==> src/rtl/round_judge_pkg.sv <==
// Shared encodings for the round judge: player moves, per-round results and FSM states.
package round_judge_pkg;

  typedef enum logic [1:0] {
    MV_NONE     = 2'b00,
    MV_ROCK     = 2'b01,
    MV_PAPER    = 2'b10,
    MV_SCISSORS = 2'b11
  } move_e;

  typedef enum logic [1:0] {
    RES_NONE = 2'b00,
    RES_P1   = 2'b01,
    RES_P2   = 2'b10,
    RES_TIE  = 2'b11
  } res_e;

  typedef enum logic [1:0] {
    ST_IDLE  = 2'b00,
    ST_WAIT  = 2'b01,
    ST_JUDGE = 2'b10,
    ST_DONE  = 2'b11
  } state_e;

endpackage

==> src/rtl/round_judge_if.sv <==
// Player handshake and result bus of the round judge; master = players/consumer, slave = judge.
interface round_judge_if #(
  parameter int ROUNDS = 5
);
  localparam int IDX_W = $clog2(ROUNDS + 1);

  logic                  p1_valid;
  logic [1:0]            p1_move;
  logic                  p1_ready;
  logic                  p2_valid;
  logic [1:0]            p2_move;
  logic                  p2_ready;
  logic [2*ROUNDS-1:0]   out_cr;
  logic [IDX_W-1:0]      round_idx;
  logic                  match_done;

  modport master (
    output p1_valid, p1_move, p2_valid, p2_move,
    input  p1_ready, p2_ready, out_cr, round_idx, match_done
  );

  modport slave (
    input  p1_valid, p1_move, p2_valid, p2_move,
    output p1_ready, p2_ready, out_cr, round_idx, match_done
  );
endinterface

==> src/rtl/round_judge_rps_compare.sv <==
// Combinational rock/paper/scissors comparison of two latched moves.
module rps_compare
  import round_judge_pkg::*;
(
  input  move_e p1_move,
  input  move_e p2_move,
  output res_e  result
);

  always_comb begin
    result = RES_P2;
    if (p1_move == MV_NONE || p2_move == MV_NONE) begin
      result = RES_NONE;
    end else if (p1_move == p2_move) begin
      result = RES_TIE;
    end else if ((p1_move == MV_ROCK     && p2_move == MV_SCISSORS) ||
                 (p1_move == MV_SCISSORS && p2_move == MV_PAPER)    ||
                 (p1_move == MV_PAPER    && p2_move == MV_ROCK)) begin
      result = RES_P1;
    end
  end

endmodule

==> src/rtl/round_judge.sv <==
// Round judge: collects one move per player per round, judges it and packs results into out_cr.
// Optional ROUND_TIMEOUT_EN: a lone latched player wins the round after TIMEOUT waiting cycles.
module round_judge
  import round_judge_pkg::*;
#(
  parameter int ROUNDS  = 5,
  parameter int TIMEOUT = 255
) (
  input  logic          newClk,
  input  logic          rst_n,
  input  logic          start,
  round_judge_if.slave  bus
);

  localparam int IDX_W = $clog2(ROUNDS + 1);
  localparam int OUT_W = 2 * ROUNDS;

  if (ROUNDS < 1 || TIMEOUT < 1) begin : g_param_check
    $error("round_judge: ROUNDS and TIMEOUT must both be at least 1");
  end

  state_e             state_q, state_d;
  move_e              p1_move_q, p1_move_d, p2_move_q, p2_move_d;
  logic               p1_lat_q, p1_lat_d, p2_lat_q, p2_lat_d;
  logic               p1_ready_q, p1_ready_d, p2_ready_q, p2_ready_d;
  logic               done_q, done_d;
  logic [OUT_W-1:0]   out_cr_q, out_cr_d;
  logic [IDX_W-1:0]   round_idx_q, round_idx_d;

  logic               p1_acc, p2_acc;
  res_e               cmp_res, judge_res;
  logic [ROUNDS-1:0]  slot_hit;

`ifdef ROUND_TIMEOUT_EN
  localparam int CNT_W = ($clog2(TIMEOUT + 1) > 8) ? $clog2(TIMEOUT + 1) : 8;
  logic [CNT_W-1:0]   cnt_q, cnt_d;
`endif

  rps_compare u_cmp (
    .p1_move (p1_move_q),
    .p2_move (p2_move_q),
    .result  (cmp_res)
  );

  // Ready is registered, so acceptance only depends on flops and the offered move.
  assign p1_acc = bus.p1_valid && p1_ready_q && (bus.p1_move != MV_NONE);
  assign p2_acc = bus.p2_valid && p2_ready_q && (bus.p2_move != MV_NONE);

  always_comb begin
`ifdef ROUND_TIMEOUT_EN
    // Only one latch set while judging means the round timed out.
    if (p1_lat_q && p2_lat_q) begin
      judge_res = cmp_res;
    end else if (p1_lat_q) begin
      judge_res = RES_P1;
    end else begin
      judge_res = RES_P2;
    end
`else
    judge_res = cmp_res;
`endif
  end

  for (genvar gi = 0; gi < ROUNDS; gi++) begin : g_slot
    assign slot_hit[gi] = (state_q == ST_JUDGE) && (round_idx_q == IDX_W'(gi));
  end

  always_comb begin
    state_d     = state_q;
    p1_move_d   = p1_move_q;
    p2_move_d   = p2_move_q;
    p1_lat_d    = p1_lat_q;
    p2_lat_d    = p2_lat_q;
    out_cr_d    = out_cr_q;
    round_idx_d = round_idx_q;
`ifdef ROUND_TIMEOUT_EN
    cnt_d       = cnt_q;
`endif

    case (state_q)
      ST_IDLE: begin
        if (start) state_d = ST_WAIT;
      end
      ST_WAIT: begin
        if (p1_acc) begin
          p1_move_d = move_e'(bus.p1_move);
          p1_lat_d  = 1'b1;
        end
        if (p2_acc) begin
          p2_move_d = move_e'(bus.p2_move);
          p2_lat_d  = 1'b1;
        end
        if (p1_lat_d && p2_lat_d) begin
          state_d = ST_JUDGE;
        end
`ifdef ROUND_TIMEOUT_EN
        else if (p1_lat_d ^ p2_lat_d) begin
          if (!(p1_lat_q ^ p2_lat_q)) begin
            cnt_d = '0;
          end else if (cnt_q >= CNT_W'(TIMEOUT)) begin
            state_d = ST_JUDGE;
          end else begin
            cnt_d = cnt_q + 1'b1;
          end
        end
`endif
      end
      ST_JUDGE: begin
        for (int k = 0; k < ROUNDS; k++) begin
          if (slot_hit[k]) out_cr_d[2*k +: 2] = judge_res;
        end
        round_idx_d = round_idx_q + 1'b1;
        p1_lat_d    = 1'b0;
        p2_lat_d    = 1'b0;
        p1_move_d   = MV_NONE;
        p2_move_d   = MV_NONE;
`ifdef ROUND_TIMEOUT_EN
        cnt_d       = '0;
`endif
        state_d     = (int'(round_idx_q) + 1 < ROUNDS) ? ST_WAIT : ST_DONE;
      end
      ST_DONE: begin
        if (start) state_d = ST_WAIT;
      end
    endcase

    // start overrides whatever the current state decided.
    if (start) begin
      state_d     = ST_WAIT;
      out_cr_d    = '0;
      round_idx_d = '0;
      p1_lat_d    = 1'b0;
      p2_lat_d    = 1'b0;
      p1_move_d   = MV_NONE;
      p2_move_d   = MV_NONE;
`ifdef ROUND_TIMEOUT_EN
      cnt_d       = '0;
`endif
    end

    p1_ready_d = (state_d == ST_WAIT) && !p1_lat_d;
    p2_ready_d = (state_d == ST_WAIT) && !p2_lat_d;
    done_d     = (state_d == ST_DONE);
  end

  always_ff @(posedge newClk or negedge rst_n) begin
    if (!rst_n) begin
      state_q     <= ST_IDLE;
      p1_move_q   <= MV_NONE;
      p2_move_q   <= MV_NONE;
      p1_lat_q    <= 1'b0;
      p2_lat_q    <= 1'b0;
      p1_ready_q  <= 1'b0;
      p2_ready_q  <= 1'b0;
      done_q      <= 1'b0;
      out_cr_q    <= '0;
      round_idx_q <= '0;
`ifdef ROUND_TIMEOUT_EN
      cnt_q       <= '0;
`endif
    end else begin
      state_q     <= state_d;
      p1_move_q   <= p1_move_d;
      p2_move_q   <= p2_move_d;
      p1_lat_q    <= p1_lat_d;
      p2_lat_q    <= p2_lat_d;
      p1_ready_q  <= p1_ready_d;
      p2_ready_q  <= p2_ready_d;
      done_q      <= done_d;
      out_cr_q    <= out_cr_d;
      round_idx_q <= round_idx_d;
`ifdef ROUND_TIMEOUT_EN
      cnt_q       <= cnt_d;
`endif
    end
  end

  assign bus.p1_ready   = p1_ready_q;
  assign bus.p2_ready   = p2_ready_q;
  assign bus.out_cr     = out_cr_q;
  assign bus.round_idx  = round_idx_q;
  assign bus.match_done = done_q;

endmodule

==> src/flat_wrapper.sv <==
// flat-port wrapper written by rule: the top's interface ports become plain ports
module round_judge_flat import round_judge_pkg::*;
#(
  parameter int ROUNDS  = 5,
  parameter int TIMEOUT = 255
)
  (newClk, rst_n, start, bus_p1_valid, bus_p1_move, bus_p2_valid, bus_p2_move, bus_p1_ready, bus_p2_ready, bus_out_cr, bus_round_idx, bus_match_done);
  round_judge_if #(.ROUNDS(ROUNDS)) bus_i ();
  input  logic newClk;
  input  logic rst_n;
  input  logic start;
  input wire logic [$bits(bus_i.p1_valid)-1:0] bus_p1_valid;
  input wire logic [$bits(bus_i.p1_move)-1:0] bus_p1_move;
  input wire logic [$bits(bus_i.p2_valid)-1:0] bus_p2_valid;
  input wire logic [$bits(bus_i.p2_move)-1:0] bus_p2_move;
  output wire logic [$bits(bus_i.p1_ready)-1:0] bus_p1_ready;
  output wire logic [$bits(bus_i.p2_ready)-1:0] bus_p2_ready;
  output wire logic [$bits(bus_i.out_cr)-1:0] bus_out_cr;
  output wire logic [$bits(bus_i.round_idx)-1:0] bus_round_idx;
  output wire logic [$bits(bus_i.match_done)-1:0] bus_match_done;
  assign bus_i.p1_valid = bus_p1_valid;
  assign bus_i.p1_move = bus_p1_move;
  assign bus_i.p2_valid = bus_p2_valid;
  assign bus_i.p2_move = bus_p2_move;
  assign bus_p1_ready = bus_i.p1_ready;
  assign bus_p2_ready = bus_i.p2_ready;
  assign bus_out_cr = bus_i.out_cr;
  assign bus_round_idx = bus_i.round_idx;
  assign bus_match_done = bus_i.match_done;
  round_judge #(.ROUNDS(ROUNDS), .TIMEOUT(TIMEOUT)) u_core (.newClk(newClk), .rst_n(rst_n), .start(start), .bus(bus_i));
endmodule
==> config.mk <==
export PLATFORM = sky130hd
export DESIGN_NAME = round_judge_flat
export DESIGN_NICKNAME = d
export VERILOG_FILES = /design/src/rtl/round_judge_pkg.sv /design/src/rtl/round_judge_if.sv /design/src/rtl/round_judge_rps_compare.sv /design/src/rtl/round_judge.sv /design/src/flat_wrapper.sv
export SDC_FILE = /design/constraint.sdc
export NUM_CORES = 1
export LEC_CHECK = 0
export ABC_AREA = 1
export CORE_ASPECT_RATIO = 0.75
export CORE_MARGIN = 2
export CORE_UTILIZATION = 40
export CTS_CLUSTER_DIAMETER = 120
export DETAILED_ROUTE_END_ITERATION = 10
export GPL_ROUTABILITY_DRIVEN = 1
export MAX_ROUTING_LAYER = met4
export PLACE_DENSITY = 0.67
export SLEW_MARGIN = 20
export SYNTH_ARGS = -nofsm -noshare
export SYNTH_HDL_FRONTEND = slang
export SYNTH_SLANG_ARGS = --single-unit
==> constraint.sdc <==
create_clock -name newClk -period 1.5 [get_ports newClk]
set_input_delay 0.15 -clock newClk [delete_from_list [all_inputs] [get_ports newClk]]
set_output_delay 0.15 -clock newClk [all_outputs]
set_load 0.1 [all_outputs]
### Word-level counts from Yosys, hierarchy flattened

Cells that the tools add are included.

| operators by class | value |
|---|---|
| add/sub/neg operators | 2 |
| magnitude comparators | 1 |
| equality and inequality tests | 18 |
| mux-type cells | 30 |
| reduce and logical (&&, ||, !) cells | 41 |

Operators with widths:

| kind | count |
|---|---|
| < comparator 32 x 4 -> 1 bit (second input constant) | 1 |
| two-way mux 2 bit | 15 |
| two-way mux 10 bit | 2 |
| nonzero test 2 bit | 8 |
| logical AND 1 bit | 15 |
| == test 2 bit (second input constant) | 7 |
| AND reduction 2 bit | 7 |
| == test 2 x 1 -> 1 bit (second input constant) | 4 |
| case mux 2 bit (2 select lines) | 2 |
| == test 3 x 2 -> 1 bit (second input constant) | 2 |
| logical NOT 2 bit | 3 |
| two-way mux 1 bit | 6 |
| two-way mux 3 bit | 2 |
| inequality test 3 x 2 -> 1 bit (second input constant) | 2 |
| case mux 2 bit (3 select lines) | 1 |
| adder 3 x 1 -> 4 bit (second input constant) | 1 |
| case mux 1 bit (2 select lines) | 2 |
| adder 3 x 1 -> 3 bit (second input constant) | 1 |
| == test 3 x 1 -> 1 bit (second input constant) | 1 |
| == test 3 bit (second input constant) | 1 |
| logical NOT 3 bit | 1 |
| logical OR 1 bit | 3 |
| nonzero test 3 bit | 1 |
| == test 2 bit | 1 |
| 2 further kinds | 3 |

| word-level totals | value |
|---|---|
| register bits after elaboration | 24 |
| input bits | 9 |
| output and inout port bits | 16 |
| word-level logic and storage cells | 106 |

### Longest topological paths before layout

Gate-level depths: netlist of run 1.

| depth | value |
|---|---|
| word-level depth | 10 |
| gate-level depth with buffers | 10 |
| gate-level depth less buffers | 10 |

### Hierarchy

Synthesis of run 1 repeated with hierarchy kept, for this count alone.

| unflattened totals | value |
|---|---|
| cells, all modules | 161 |
| area, all modules | 1288.7 sq um |

By module, submodules not included:

| module | times used | cells each | area each (sq um) | seq. area each (sq um) |
|---|---|---|---|---|
| round_judge | 1 | 139 | 1197.4 | 600.6 |
| rps_compare | 1 | 22 | 91.3 | 0.0 |

### Worst setup path before layout of run 1

OpenSTA, ideal clock, no wires.

| timing | value |
|---|---|
| path kind | register to register |
| from | register u_core.round_idx_q[2] (netlist: u_core.bus.round_idx[2]) |
| to | register u_core.done_q (netlist: u_core.bus.match_done) |
| library setup time | 0.120 ns |
| arrival time | 2.089 ns |
| required time | 1.380 ns |
| slack | -0.708 ns |
| stages on the path, launching flop included | 10 |
| buffers on the path | 0 |
| clock period less this slack | 2.208 ns |
| cells stage by stage | dfrtp_1 inv_1 ha_1 inv_1 nand2_1 nand2_1 nand2_1 a21oi_1 a21oi_1 and2b_2 |

| between the ends | value |
|---|---|
| longest elaborated chain between the ends | 6 |

RTL lines:

| item | line | source |
|---|---|---|
| start, declared | round_judge.sv:28 | `logic [IDX_W-1:0] round_idx_q, round_idx_d;` |
| start signal, assigned | round_judge.sv:171 | `round_idx_q <= round_idx_d;` |
| adder 3 x 1 -> 4 bit | round_judge.sv:120 | `state_d = (int'(round_idx_q) + 1 < ROUNDS) ? ST_WAIT : ST_DONE;` |
| < comparator 32 x 4 -> 1 bit | round_judge.sv:120 |  |
| two-way mux 2 bit | round_judge.sv:120 |  |
| case mux 2 bit (3 select lines) | round_judge.sv:80 | `case (state_q)` |
| two-way mux 2 bit | round_judge.sv:128 | `if (start) begin` |
| == test 2 bit | round_judge.sv:143 | `done_d = (state_d == ST_DONE);` |
| net u_core.done_d | round_judge.sv:26 | `logic done_q, done_d;` |
| end signal, assigned | round_judge.sv:169 | `done_q <= done_d;` |
| end, declared | round_judge.sv:26 |  |

The timed path passes the listed nets, and every way through them passes these cells.
A chain may end at the register's enable or synchronous reset.

### Final worst setup path of run 1

| timing | value |
|---|---|
| from | register u_core.round_idx_q[1] (netlist: u_core.bus.round_idx[1]) |
| to | register u_core.done_q (netlist: u_core.bus.match_done) |

Same word-level chain as after synthesis.

==> impl_metrics.json, run 1 <==
{
  "status": "finished with violations",
  "violations": "setup timing",
  "ys_seq_area_frac": 0.476,
  "die_height_um": 52.7,
  "grt.busiest_layer": "met2",
  "placed_area_um2": 1830,
  "min-delay-path-class": "input port to asynchronous set/reset pin",
  "layout_min_cycle_time_ns": 1.64,
  "grt_pass1_wl_mm": 4.94,
  "clock_latency_ns": 0.26,
  "crit_type": "flip-flop to flip-flop",
  "nets": 211,
  "setup_slack_ns": -0.141,
  "wl_mm": 2.92,
  "synth-xor-area-share": 0,
  "rsz0062_at_grt": "true",
  "crit_path_start_kind": "flip-flop",
  "io_pins": 25,
  "fp.dieW_um": 68.9,
  "r2r-start": "u_core.bus.round_idx[1]$_DFFE_PN0P_",
  "ys_warn_count": 0,
  "hold_buffers": 0,
  "synth_nets": 170,
  "antenna_found_initial": 0,
  "die-area_um2": 3630,
  "drc": 0,
  "cts.clk_slew.worst_paths_ns": 0.08,
  "worst_slew_pin_slew_ns": 0.332,
  "met2_usage": 0.313,
  "cp_max_fo": 3,
  "drt_iter0_markers": 36,
  "antenna_cells": 0,
  "clock_path_buffers": 2,
  "synth_compound_area_frac": 0.131,
  "syn2layout_area_growth_pct": 53.3,
  "maxCapViolCount": 0,
  "powerDensity_nw_per_um2": 1930,
  "report.final.slew_viol_count": 0,
  "ys_ff_latch": 24,
  "place_congestion": 0.853,
  "final_common_cell": "nand2_1",
  "yosysUniqueCellTypes": 21,
  "finalHoldViolCount": 0,
  "cts_buffers": 3,
  "gr-usage-met3": 0.0452,
  "critPathRequiredTime_ns": 1.66,
  "first_pass_iters": 4,
  "cts_max_level": 1,
  "wl_per_cell_um": 12.6,
  "p_leak_nw": 0.923,
  "postRouteAntennaNets": 0,
  "skew_ns": 0.00200,
  "initial_utilization": 0.424,
  "setup_viol": 4,
  "rows": 17,
  "met1_usage": 0.244,
  "grt_max_degree": 25,
  "synth_area_um2": 1260,
  "regToRegSetupSlack_ns": -0.14,
  "synthSimpleGateAreaFrac": 0.239,
  "overflow": 0,
  "drive_gt1_frac": 0.342,
  "clock-sinks": 24,
  "arrival_ns": 1.80,
  "endpoint": "u_core.bus.match_done$_DFF_PN0_",
  "fin_hold_ws_ns": 0.240,
  "finalCritPeriodShare": 1.09,
  "synth_top_family_by_area": "simple AND/OR/NAND/NOR gates",
  "syn-instance-count": 153,
  "grtUsageTotal": 0.193,
  "fin_util": 0.650,
  "via_per_inst": 4.84,
  "synthMuxAreaShare": 0,
  "rr_worst_depth": 9,
  "crit_path_end_kind": "flip-flop",
  "core_area_um2": 2980,
  "cts_tree": "done",
  "max_freq_mhz": 609,
  "r2r_end": "u_core.bus.match_done$_DFF_PN0_",
  "io_buffers": 24,
  "fin_tns_setup_ns": -0.298,
  "slew_headroom": 0.778,
  "power_w": 0.00373,
  "grt_pass1_vias": 1129,
  "cts_root_buf": "clkbuf_8",
  "vias": 1119,
  "synthAdderAreaFrac": 0.0793,
  "fin_area_um2": 1940,
  "final_cell_mix": "nand2_1 (42), dfrtp_1 (19), inv_1 (16), buf_12 (16), buf_4 (13)",
  "startpoint": "u_core.bus.round_idx[1]$_DFFE_PN0P_",
  "irDropWorstVdd_uv": 1110,
  "hpwl_mm": 2.31,
  "syn_area_per_cell_um2": 8.25
}
## per-stage QoR
step	instances	worst slack, ns
floorplan	153	-0.313
global placement	225	-0.156
detailed placement	225	-0.198
CTS	231	-0.141
global route	231	-0.216
finish	231	-0.141
## flip-flops by register name (all words and copies together), names as in the netlist
name                   flops
u_core.p1_move_q           2
u_core.p2_move_q           2
u_core.bus.p2_ready        1
u_core.p2_lat_q            1
u_core.p1_lat_q            1
u_core.bus.out_cr         10
u_core.bus.round_idx       3
u_core.bus.match_done      1
u_core.bus.p1_ready        1
u_core.state_q             2
## synth_stat cells
master | n | area share
or2_1 | 2 | 0.0099
nand2_4 | 1 | 0.0089
or2_2 | 1 | 0.0050
nand2_2 | 1 | 0.0050
and2b_2 | 1 | 0.0069
nor2_1 | 7 | 0.021
buf_2 | 1 | 0.0040
ha_1 | 8 | 0.079
and3_1 | 1 | 0.0050
nand3_1 | 10 | 0.040
nor2_2 | 1 | 0.0050
inv_1 | 22 | 0.065
a21oi_1 | 6 | 0.024
nand4_1 | 1 | 0.0050
dfrtp_1 | 24 | 0.48
a31oi_1 | 1 | 0.0050
o31ai_1 | 4 | 0.024
nand2_1 | 43 | 0.13
o21ai_0 | 11 | 0.044
o21ai_2 | 5 | 0.035
inv_2 | 2 | 0.0059
## layout make-up
| class | instances | area, um^2 |
|---|---|---|
| clock buffers | 4 | 45.0 |
| inverters | 24 | 90.1 |
| flip-flops and latches | 24 | 614 |
| well taps | 38 | 47.5 |
| repair buffers | 37 | 498 |
| multi-input cells | 104 | 641 |
| fillers | 251 | 1040 |
## worst max-delay path: stages (launching register included)
cell and delay [ns]:
dfrtp_4 0.49, ha_4 0.18, ha_4 0.26, inv_2 0.03
nand2_1 0.05, nand2_1 0.04, nand2_1 0.06, a21oi_2 0.06
a21oi_2 0.14, and2b_2 0.23
## report_power, final
group          switching, W  internal [W]
Combinational       0.00145      0.000828
Clock              0.000198      0.000190
Sequential         0.000211      0.000852
Total               0.00186       0.00187
## worst min path at each step
stage | startpoint | endpoint | slack, ns | cells past startpoint
2_1_floorplan | rst_n | u_core.bus.match_done$_DFF_PN0_ | -0.15 | 0
6_report | rst_n | u_core.state_q[1]$_DFF_PN0_ | 0.24 | 2
5_1_grt | rst_n | u_core.bus.match_done$_DFF_PN0_ | 0.26 | 2
4_1_cts | rst_n | u_core.state_q[1]$_DFF_PN0_ | 0.24 | 2
3_5_place_dp | rst_n | u_core.bus.match_done$_DFF_PN0_ | 0.53 | 2
3_3_place_gp | rst_n | u_core.bus.match_done$_DFF_PN0_ | 0.52 | 2
## layer usage
metal  routed length [um]  share of wire
met2                 1420           0.48
met3                   75          0.026
met4                   23         0.0079
met5                    0              0
met1                 1400           0.48
## what timing repair did
action | CTS | global route
setup endpoints to repair | 5 | 15
gates resized for setup | 4 | 12
setup buffers | 2 | 0
pin swaps | 4 | 1
## cell families (layout without fill, tap and decap cells)
group / after synthesis / in the layout
compound gates: 27 / 27
fa+ha+maj: 8 / 8
buf+inv: 25 / 65
flops: 24 / 24
simple gates: 69 / 69
No activity file was read; power rests on OpenSTA's default activity.
==> inputs of run 2 (changes only) <==
Settings changed: PLACE_DENSITY 0.67 to unset, PLACE_DENSITY_LB_ADDON set to 0.05.
==> impl_metrics.json, run 2 (same netlist as run 1, synthesis figures left out) <==
{
  "status": "finished with violations",
  "violations": "setup timing",
  "worst_slew_pin_slew_ns": 0.327,
  "placed_area_um2": 1860,
  "cts.clk_slew.worst_paths_ns": 0.09,
  "final_cell_mix": "nand2_1 (43), dfrtp_1 (19), buf_4 (17), inv_1 (16), buf_12 (16)",
  "die_height_um": 52.7,
  "hold_buffers": 0,
  "grtUsageTotal": 0.191,
  "maxCapViolCount": 0,
  "final_common_cell": "nand2_1",
  "syn2layout_area_growth_pct": 60.3,
  "finalCritPeriodShare": 1.09,
  "io_pins": 25,
  "fin_area_um2": 2020,
  "layout_min_cycle_time_ns": 1.64,
  "fp.dieW_um": 68.9,
  "crit_path_start_kind": "flip-flop",
  "grt.busiest_layer": "met2",
  "grt_pass1_wl_mm": 4.84,
  "via_per_inst": 4.70,
  "hpwl_mm": 2.15,
  "wl_mm": 2.87,
  "cts_buffers": 3,
  "fin_util": 0.679,
  "die-area_um2": 3630,
  "clock_path_buffers": 2,
  "crit_type": "flip-flop to flip-flop",
  "n_fill_cell": 226,
  "clock-sinks": 24,
  "drc": 0,
  "io_buffers": 24,
  "overflow": 0,
  "fin_tns_setup_ns": -0.329,
  "met1_usage": 0.268,
  "drive_gt1_frac": 0.365,
  "critPathRequiredTime_ns": 1.67,
  "cp_max_fo": 3,
  "arrival_ns": 1.80,
  "irDropWorstVdd_uv": 1340,
  "skew_ns": 0.00512,
  "grt_max_degree": 25,
  "report.final.slew_viol_count": 0,
  "vias": 1105,
  "core_area_um2": 2980,
  "seq_area_um2": 614,
  "multi_input_area_um2": 666,
  "drt_iter0_markers": 12,
  "cts_root_buf": "clkbuf_8",
  "grt_pass1_vias": 1078,
  "slew_headroom": 0.782,
  "powerDensity_nw_per_um2": 1940,
  "wl_per_cell_um": 12.2,
  "setup_viol": 4,
  "largest_reg_flops": 10,
  "met2_usage": 0.277,
  "rsz0062_at_grt": "true",
  "antenna_cells": 0,
  "antenna_found_initial": 0,
  "cts_tree": "done",
  "finalHoldViolCount": 0,
  "place_congestion": 0.801,
  "setup_slack_ns": -0.136,
  "p_leak_nw": 0.964,
  "nets": 215,
  "rows": 17,
  "max_freq_mhz": 611,
  "first_pass_iters": 4,
  "min-delay-path-class": "input port to asynchronous set/reset pin",
  "initial_utilization": 0.424,
  "power_w": 0.00393,
  "postRouteAntennaNets": 0,
  "clock_latency_ns": 0.27,
  "gr-usage-met3": 0.0473,
  "crit_path_end_kind": "flip-flop",
  "cts_max_level": 1
}
-- run 2: worst paths after layout --
kind	cells past startpoint	end	slack [ns]	from
worst min-delay path	2	u_core.state_q[0]$_DFF_PN0_	0.23	rst_n
max in group asynchronous	2	u_core.bus.round_idx[2]$_DFFE_PN0P_	1.01	rst_n
worst min register to register	2	u_core.bus.out_cr[2]$_DFFE_PN0P_	0.55	u_core.bus.out_cr[2]$_DFFE_PN0P_
worst max register to register	9	u_core.bus.match_done$_DFF_PN0_	-0.14	u_core.bus.round_idx[1]$_DFFE_PN0P_
min in group newClk	3	u_core.p2_move_q[1]$_DFFE_PN0P_	0.44	bus_p2_move[1]
worst max-delay path	9	u_core.bus.match_done$_DFF_PN0_	-0.14	u_core.bus.round_idx[1]$_DFFE_PN0P_
-- run 2: metrics by stage --
stage	hold slack [ns]	setup WS [ns]	std cells
after floorplan	-0.146	-0.313	153
after global placement	0.526	-0.151	228
after detailed placement	0.533	-0.239	228
after CTS	0.238	-0.137	234
after global routing	0.240	-0.219	235
final	0.231	-0.136	235
-- run 2: critical path: stages (launching register included) --
cell,delay [ns]
dfrtp_4,0.50
ha_4,0.18
ha_4,0.25
inv_2,0.03
nand2_1,0.04
nand2_1,0.05
nand2_1,0.07
a21oi_2,0.06
a21oi_2,0.14
and2b_2,0.23
-- run 2: routing by layer --
layer	vias up	part of all wire
met3	2	0.038
li1	572	-
met5	-	0
met2	19	0.46
met4	0	0.0063
met1	512	0.50
-- run 2: power by group --
part | internal (W) | switching (W) | total, W
clock network | 0.000357 | 0.000210 | 0.000567
registers | 0.000852 | 0.000212 | 0.00106
logic | 0.000847 | 0.00145 | 0.00230
total | 0.00206 | 0.00187 | 0.00393
-- run 2: repair_timing --
| action | in CTS | in global routing |
|---|---|---|
| setup endpoints to repair | 4 | 21 |
| buffers inserted | 2 | 2 |
| pin swaps | 4 | 1 |
| resized for setup | 3 | 19 |
-- run 2: layout make-up --
cell class | instances | area share
Multi-Input combinational cell | 104 | 0.329
Sequential cell | 24 | 0.304
Timing Repair Buffer | 41 | 0.261
Inverter | 24 | 0.0476
Tap cell | 38 | 0.0235
Clock buffer | 3 | 0.0204
Clock inverter | 1 | 0.0148
==> inputs of run 3 (changes only) <==
Settings changed: SKIP_CTS_REPAIR_TIMING set to 1.
==> impl_metrics.json, run 3 (same netlist as run 1, synthesis figures left out) <==
{
  "grt_max_degree": 25,
  "final_common_cell": "nand2_1",
  "postRouteAntennaNets": 0,
  "seq_area_um2": 614,
  "initial_utilization": 0.424,
  "syn2layout_area_growth_pct": 59.0,
  "met2_usage": 0.272,
  "cts_tree": "done",
  "n_fill_cell": 228,
  "maxCapViolCount": 0,
  "final_cell_mix": "nand2_1 (43), dfrtp_1 (19), inv_1 (16), buf_12 (16), buf_4 (16)",
  "arrival_ns": 1.81,
  "first_pass_iters": 4,
  "p_leak_nw": 0.956,
  "skew_ns": 0.00610,
  "layout.cells.non_filler": 234,
  "cts_root_buf": "clkbuf_8",
  "wl_per_cell_um": 12.0,
  "clock_path_buffers": 2,
  "fin_tns_setup_ns": -0.355,
  "hpwl_mm": 2.15,
  "wl_mm": 2.81,
  "report.final.slew_viol_count": 0,
  "met1_usage": 0.264,
  "place_inst": 228,
  "grt_pass1_vias": 1058,
  "nets": 214,
  "status": "finished with violations",
  "drc": 0,
  "cts.clk_slew.worst_paths_ns": 0.09,
  "cts_max_level": 1,
  "crit_type": "flip-flop to flip-flop",
  "io_pins": 25,
  "rsz0062_at_grt": "true",
  "fp.dieW_um": 68.9,
  "vias": 1085,
  "clock_latency_ns": 0.27,
  "gr-usage-met3": 0.0452,
  "cts_buffers": 3,
  "min-delay-path-class": "input port to asynchronous set/reset pin",
  "finalCritPeriodShare": 1.09,
  "crit_path_end_kind": "flip-flop",
  "drt_iter0_markers": 30,
  "cp_max_fo": 3,
  "setup_slack_ns": -0.141,
  "power_w": 0.00393,
  "die_height_um": 52.7,
  "via_per_inst": 4.64,
  "antenna_found_initial": 0,
  "setup_viol": 4,
  "die-area_um2": 3630,
  "io_buffers": 24,
  "antenna_cells": 0,
  "grt.busiest_layer": "met2",
  "violations": "setup timing",
  "core_area_um2": 2980,
  "powerDensity_nw_per_um2": 1960,
  "crit_path_start_kind": "flip-flop",
  "grtUsageTotal": 0.186,
  "overflow": 0,
  "max_freq_mhz": 609,
  "largest_reg_flops": 10,
  "irDropWorstVdd_uv": 1340,
  "finalHoldViolCount": 0,
  "clock-sinks": 24,
  "slew_headroom": 0.783,
  "rows": 17,
  "drive_gt1_frac": 0.352,
  "worst_slew_pin_slew_ns": 0.326,
  "critPathRequiredTime_ns": 1.67,
  "place_congestion": 0.801,
  "multi_input_area_um2": 657,
  "layout_min_cycle_time_ns": 1.64,
  "fin_util": 0.674,
  "grt_pass1_wl_mm": 4.73
}
==> run 3: cell count changes in the layout (fill, tap and decap cells not counted), sizes merged <==
| cell | change |
|---|---|
| buf | -1 |
==> run 3: power by group <==
part	switching, W	leakage, nW	total (W)	internal [W]
registers	0.000213	0.311	0.00106	0.000852
clock network	0.000208	0.0357	0.000565	0.000357
logic	0.00145	0.610	0.00230	0.000847
==> run 3: per-stage QoR <==
stage	hold slack (ns)	instance area (um^2)	setup WS, ns
after floorplan	-0.146	1310	-0.313
after global placement	0.526	1860	-0.151
after detailed placement	0.533	1860	-0.239
after CTS	0.238	1930	-0.239
after global routing	0.240	2010	-0.213
final	0.232	2010	-0.141
==> run 3: area by class of cell <==
class                           instances  share of cell area
Sequential cell                        24               0.306
Timing Repair Buffer                   40               0.259
Inverter                               24              0.0480
Clock inverter                          1              0.0150
Multi-Input combinational cell        104               0.327
Clock buffer                            3              0.0206
Tap cell                               38              0.0237
==> run 3: worst paths after layout <==
check	from	to	slack [ns]	depth (start not counted)
hold / removal	rst_n	u_core.state_q[0]$_DFF_PN0_	0.23	2
min in group newClk	bus_p2_move[1]	u_core.p2_move_q[1]$_DFFE_PN0P_	0.44	3
setup reg to reg	u_core.bus.round_idx[0]$_DFFE_PN0P_	u_core.bus.match_done$_DFF_PN0_	-0.14	9
hold reg to reg	u_core.bus.out_cr[2]$_DFFE_PN0P_	u_core.bus.out_cr[2]$_DFFE_PN0P_	0.55	2
max in group asynchronous	rst_n	u_core.bus.round_idx[2]$_DFFE_PN0P_	1.01	2
setup / recovery	u_core.bus.round_idx[0]$_DFFE_PN0P_	u_core.bus.match_done$_DFF_PN0_	-0.14	9
==> run 3: critical path, cell delays in order, from the launching register on <==
cell and delay (ns):
dfrtp_4 0.49, ha_4 0.18, ha_4 0.25, inv_2 0.03, nand2_1 0.04, nand2_1 0.05
nand2_1 0.07, a21oi_2 0.06, a21oi_2 0.15, and2b_2 0.23
==> run 3: per-layer routing <==
| layer | part of all wire | wire length, um |
|---|---|---|
| met5 | 0 | 0 |
| met4 | 0.0064 | 18 |
| met3 | 0.033 | 94 |
| met2 | 0.45 | 1280 |
| met1 | 0.50 | 1420 |
==> RTL change, RTL diff (settings of run 1) <==
The option `ROUND_TIMEOUT_EN` is turned on by a define.
--- a/src/rtl/round_judge.sv
+++ b/src/rtl/round_judge.sv
@@ -1,5 +1,7 @@
 // Round judge: collects one move per player per round, judges it and packs results into out_cr.
 // Optional ROUND_TIMEOUT_EN: a lone latched player wins the round after TIMEOUT waiting cycles.
+`define ROUND_TIMEOUT_EN
+
 module round_judge
   import round_judge_pkg::*;
 #(
Formal check against the unedited RTL: same outputs for any inputs over 10 cycles, from zero or initial values and one cycle with rst_n low; that may be too few to reach the edited logic, so the function may still have changed.
==> RTL change against run 1 <==
The run still ends with negative setup slack left; synthesized cell count is 65% higher; total power is 22% higher; count of clock-buffer cells in the layout is 2 higher; non-clock buffer count is 25 higher; worst setup slack worse by 260 ps; clock skew is 2.2 ps higher; first-iteration DRC count is 89% higher; core utilization is 2.6 points lower; sequential cell count is 8 higher; final area is 55% higher; wire length is 64% higher; area after synthesis is 55% higher; critical endpoint is now u_core.cnt_q[3]$_DFFE_PN0P_; highest routed layer unchanged.
==> RTL change: results (changes against run 1) <==
- Vias in the first global route: 1782 (was 1129)
- Pre-antenna DRT Iters: 4 (unchanged)
- Hpwl dp: 3.331 mm (was 2.306 mm)
- Status: complete, but fails checks (unchanged)
- FF-to-FF path depth: 11 (was 9)
- Clock share of power: 0.133 (was 0.104)
- Net Count, Synth: 273 (was 170)
- CP startpoint: u_core.bus.p1_ready$_DFF_PN0_ (was u_core.bus.round_idx[1]$_DFFE_PN0P_)
- # setup viols final: 15 (was 4)
- Cell variety after synth: 28 (was 21)
- Register share of total power: 0.274 (was 0.285)
- Share of cells above drive strength 1: 0.4367 (was 0.3420)
- Leakage: 1.425 nW (was 0.9234 nW)
- Total wire length: 4.778 mm (was 2.918 mm)
- H-tree level count: 2 (was 1)
- Clk slew on worst S/H paths: 60 ps (was 80 ps)
- P_comb: 2.70 mW (was 2.28 mW)
- CTS buffer count: 5 (was 3)
- Count of non-filler cells in the finished layout: 376 (was 231)
- Cts repair resizes: 14 (was 4)
- Worst setup margin: -398.9 ps (was -140.9 ps)
- Drt via density: 4.939 (was 4.844)
- Post-Synthesis Cells: 253 (was 153)
- Initial DRC Count: 68 (was 36)
- Largest delay share family, worst path: simple AND/OR/NAND/NOR gates (was flip-flops)
- Seq/Total Area, Yosys: 0.4087 (was 0.4757)
- Post-Place Cells: 366 (was 225)
- Worst slew pin tran: 298.3 ps (was 332.3 ps)
- Crit-path max FO: 7 (was 3)
- Synth top area cells: dfrtp_1 (41%), nand2_1 (11%), nand3_1 (9.2%) (was dfrtp_1 (48%), nand2_1 (13%), ha_1 (7.9%))
- Critical Path AT: 2110 ps (was 1800 ps)
- Largest net degree at the start of global routing: 33 (was 25)
- Violated checks: negative setup slack (unchanged)
- Dpl ws: -507.3 ps (was -198.2 ps)
- DP Area: 0.002715 mm^2 (was 0.001833 mm^2)
- Clk_skew: 4.227 ps (was 2.002 ps)
- First-pass GRT wire length: 7.921 mm (was 4.940 mm)
- Async S/R FF share, synth: 1.000 (unchanged)
- RR Startpoint: u_core.bus.p1_ready$_DFF_PN0_ (was u_core.bus.round_idx[1]$_DFFE_PN0P_)
- Net Sw Frac: 0.4557 (was 0.4992)
- Clock latency on the worst-skew pair: 280 ps (was 260 ps)
- Gpl congestion: 0.8014 (was 0.8528)
- Reg2reg end: u_core.cnt_q[3]$_DFFE_PN0P_ (was u_core.bus.match_done$_DFF_PN0_)
- Setup_tns: -3784 ps (was -297.8 ps)
[RTL change: cells by family (layout without fill, tap and decap cells)]
family                   Yosys count  in the layout  share of synthesized area
AO/OA/AOI/OAI                     26             26                    0.08430
AND/OR/NAND/NOR                  142            142                     0.3404
buffers and inverters             42            105                    0.09642
flip-flops                        32             32                     0.4087
adder cells (fa/ha/maj)           11             11                    0.07024
[RTL change: area by class of cell]
type,instances,area (um^2)
clock buffers,6,72.57
clock inverters,1,5.005
fillers,395,1810
inverters,36,135.1
multi-input cells,179,1169
flip-flops and latches,32,820.8
well taps,60,75.07
repair buffers,62,729.5
[RTL change: layer usage]
layer	track usage	wire, um
met1	0.2383	2212
met2	0.2854	2350
met3	0.05096	182
met4	0.06746	34
met5	-	0
[RTL change: worst min path at each step]
stage                                     start                                to  slack, ps  depth (start not counted)
6_report                                  rst_n   u_core.p1_move_q[0]$_DFFE_PN0P_        240                          2
2_1_floorplan                             rst_n   u_core.bus.match_done$_DFF_PN0_       -150                          0
5_1_grt                                   rst_n  u_core.bus.out_cr[7]$_DFFE_PN0P_        250                          2
3_3_place_gp   u_core.bus.out_cr[3]$_DFFE_PN0P_  u_core.bus.out_cr[3]$_DFFE_PN0P_        520                          2
3_5_place_dp   u_core.bus.out_cr[6]$_DFFE_PN0P_  u_core.bus.out_cr[6]$_DFFE_PN0P_        530                          2
4_1_cts                                   rst_n  u_core.bus.out_cr[7]$_DFFE_PN0P_        240                          2
[RTL change: worst reg2reg max path, delay by kind of cell, from the launching register on]
kind | cells | cell delay [ps]
simple gates | 5 | 530
flops | 1 | 490
buf+inv | 3 | 280
fa+ha+maj | 1 | 280
compound gates | 2 | 260
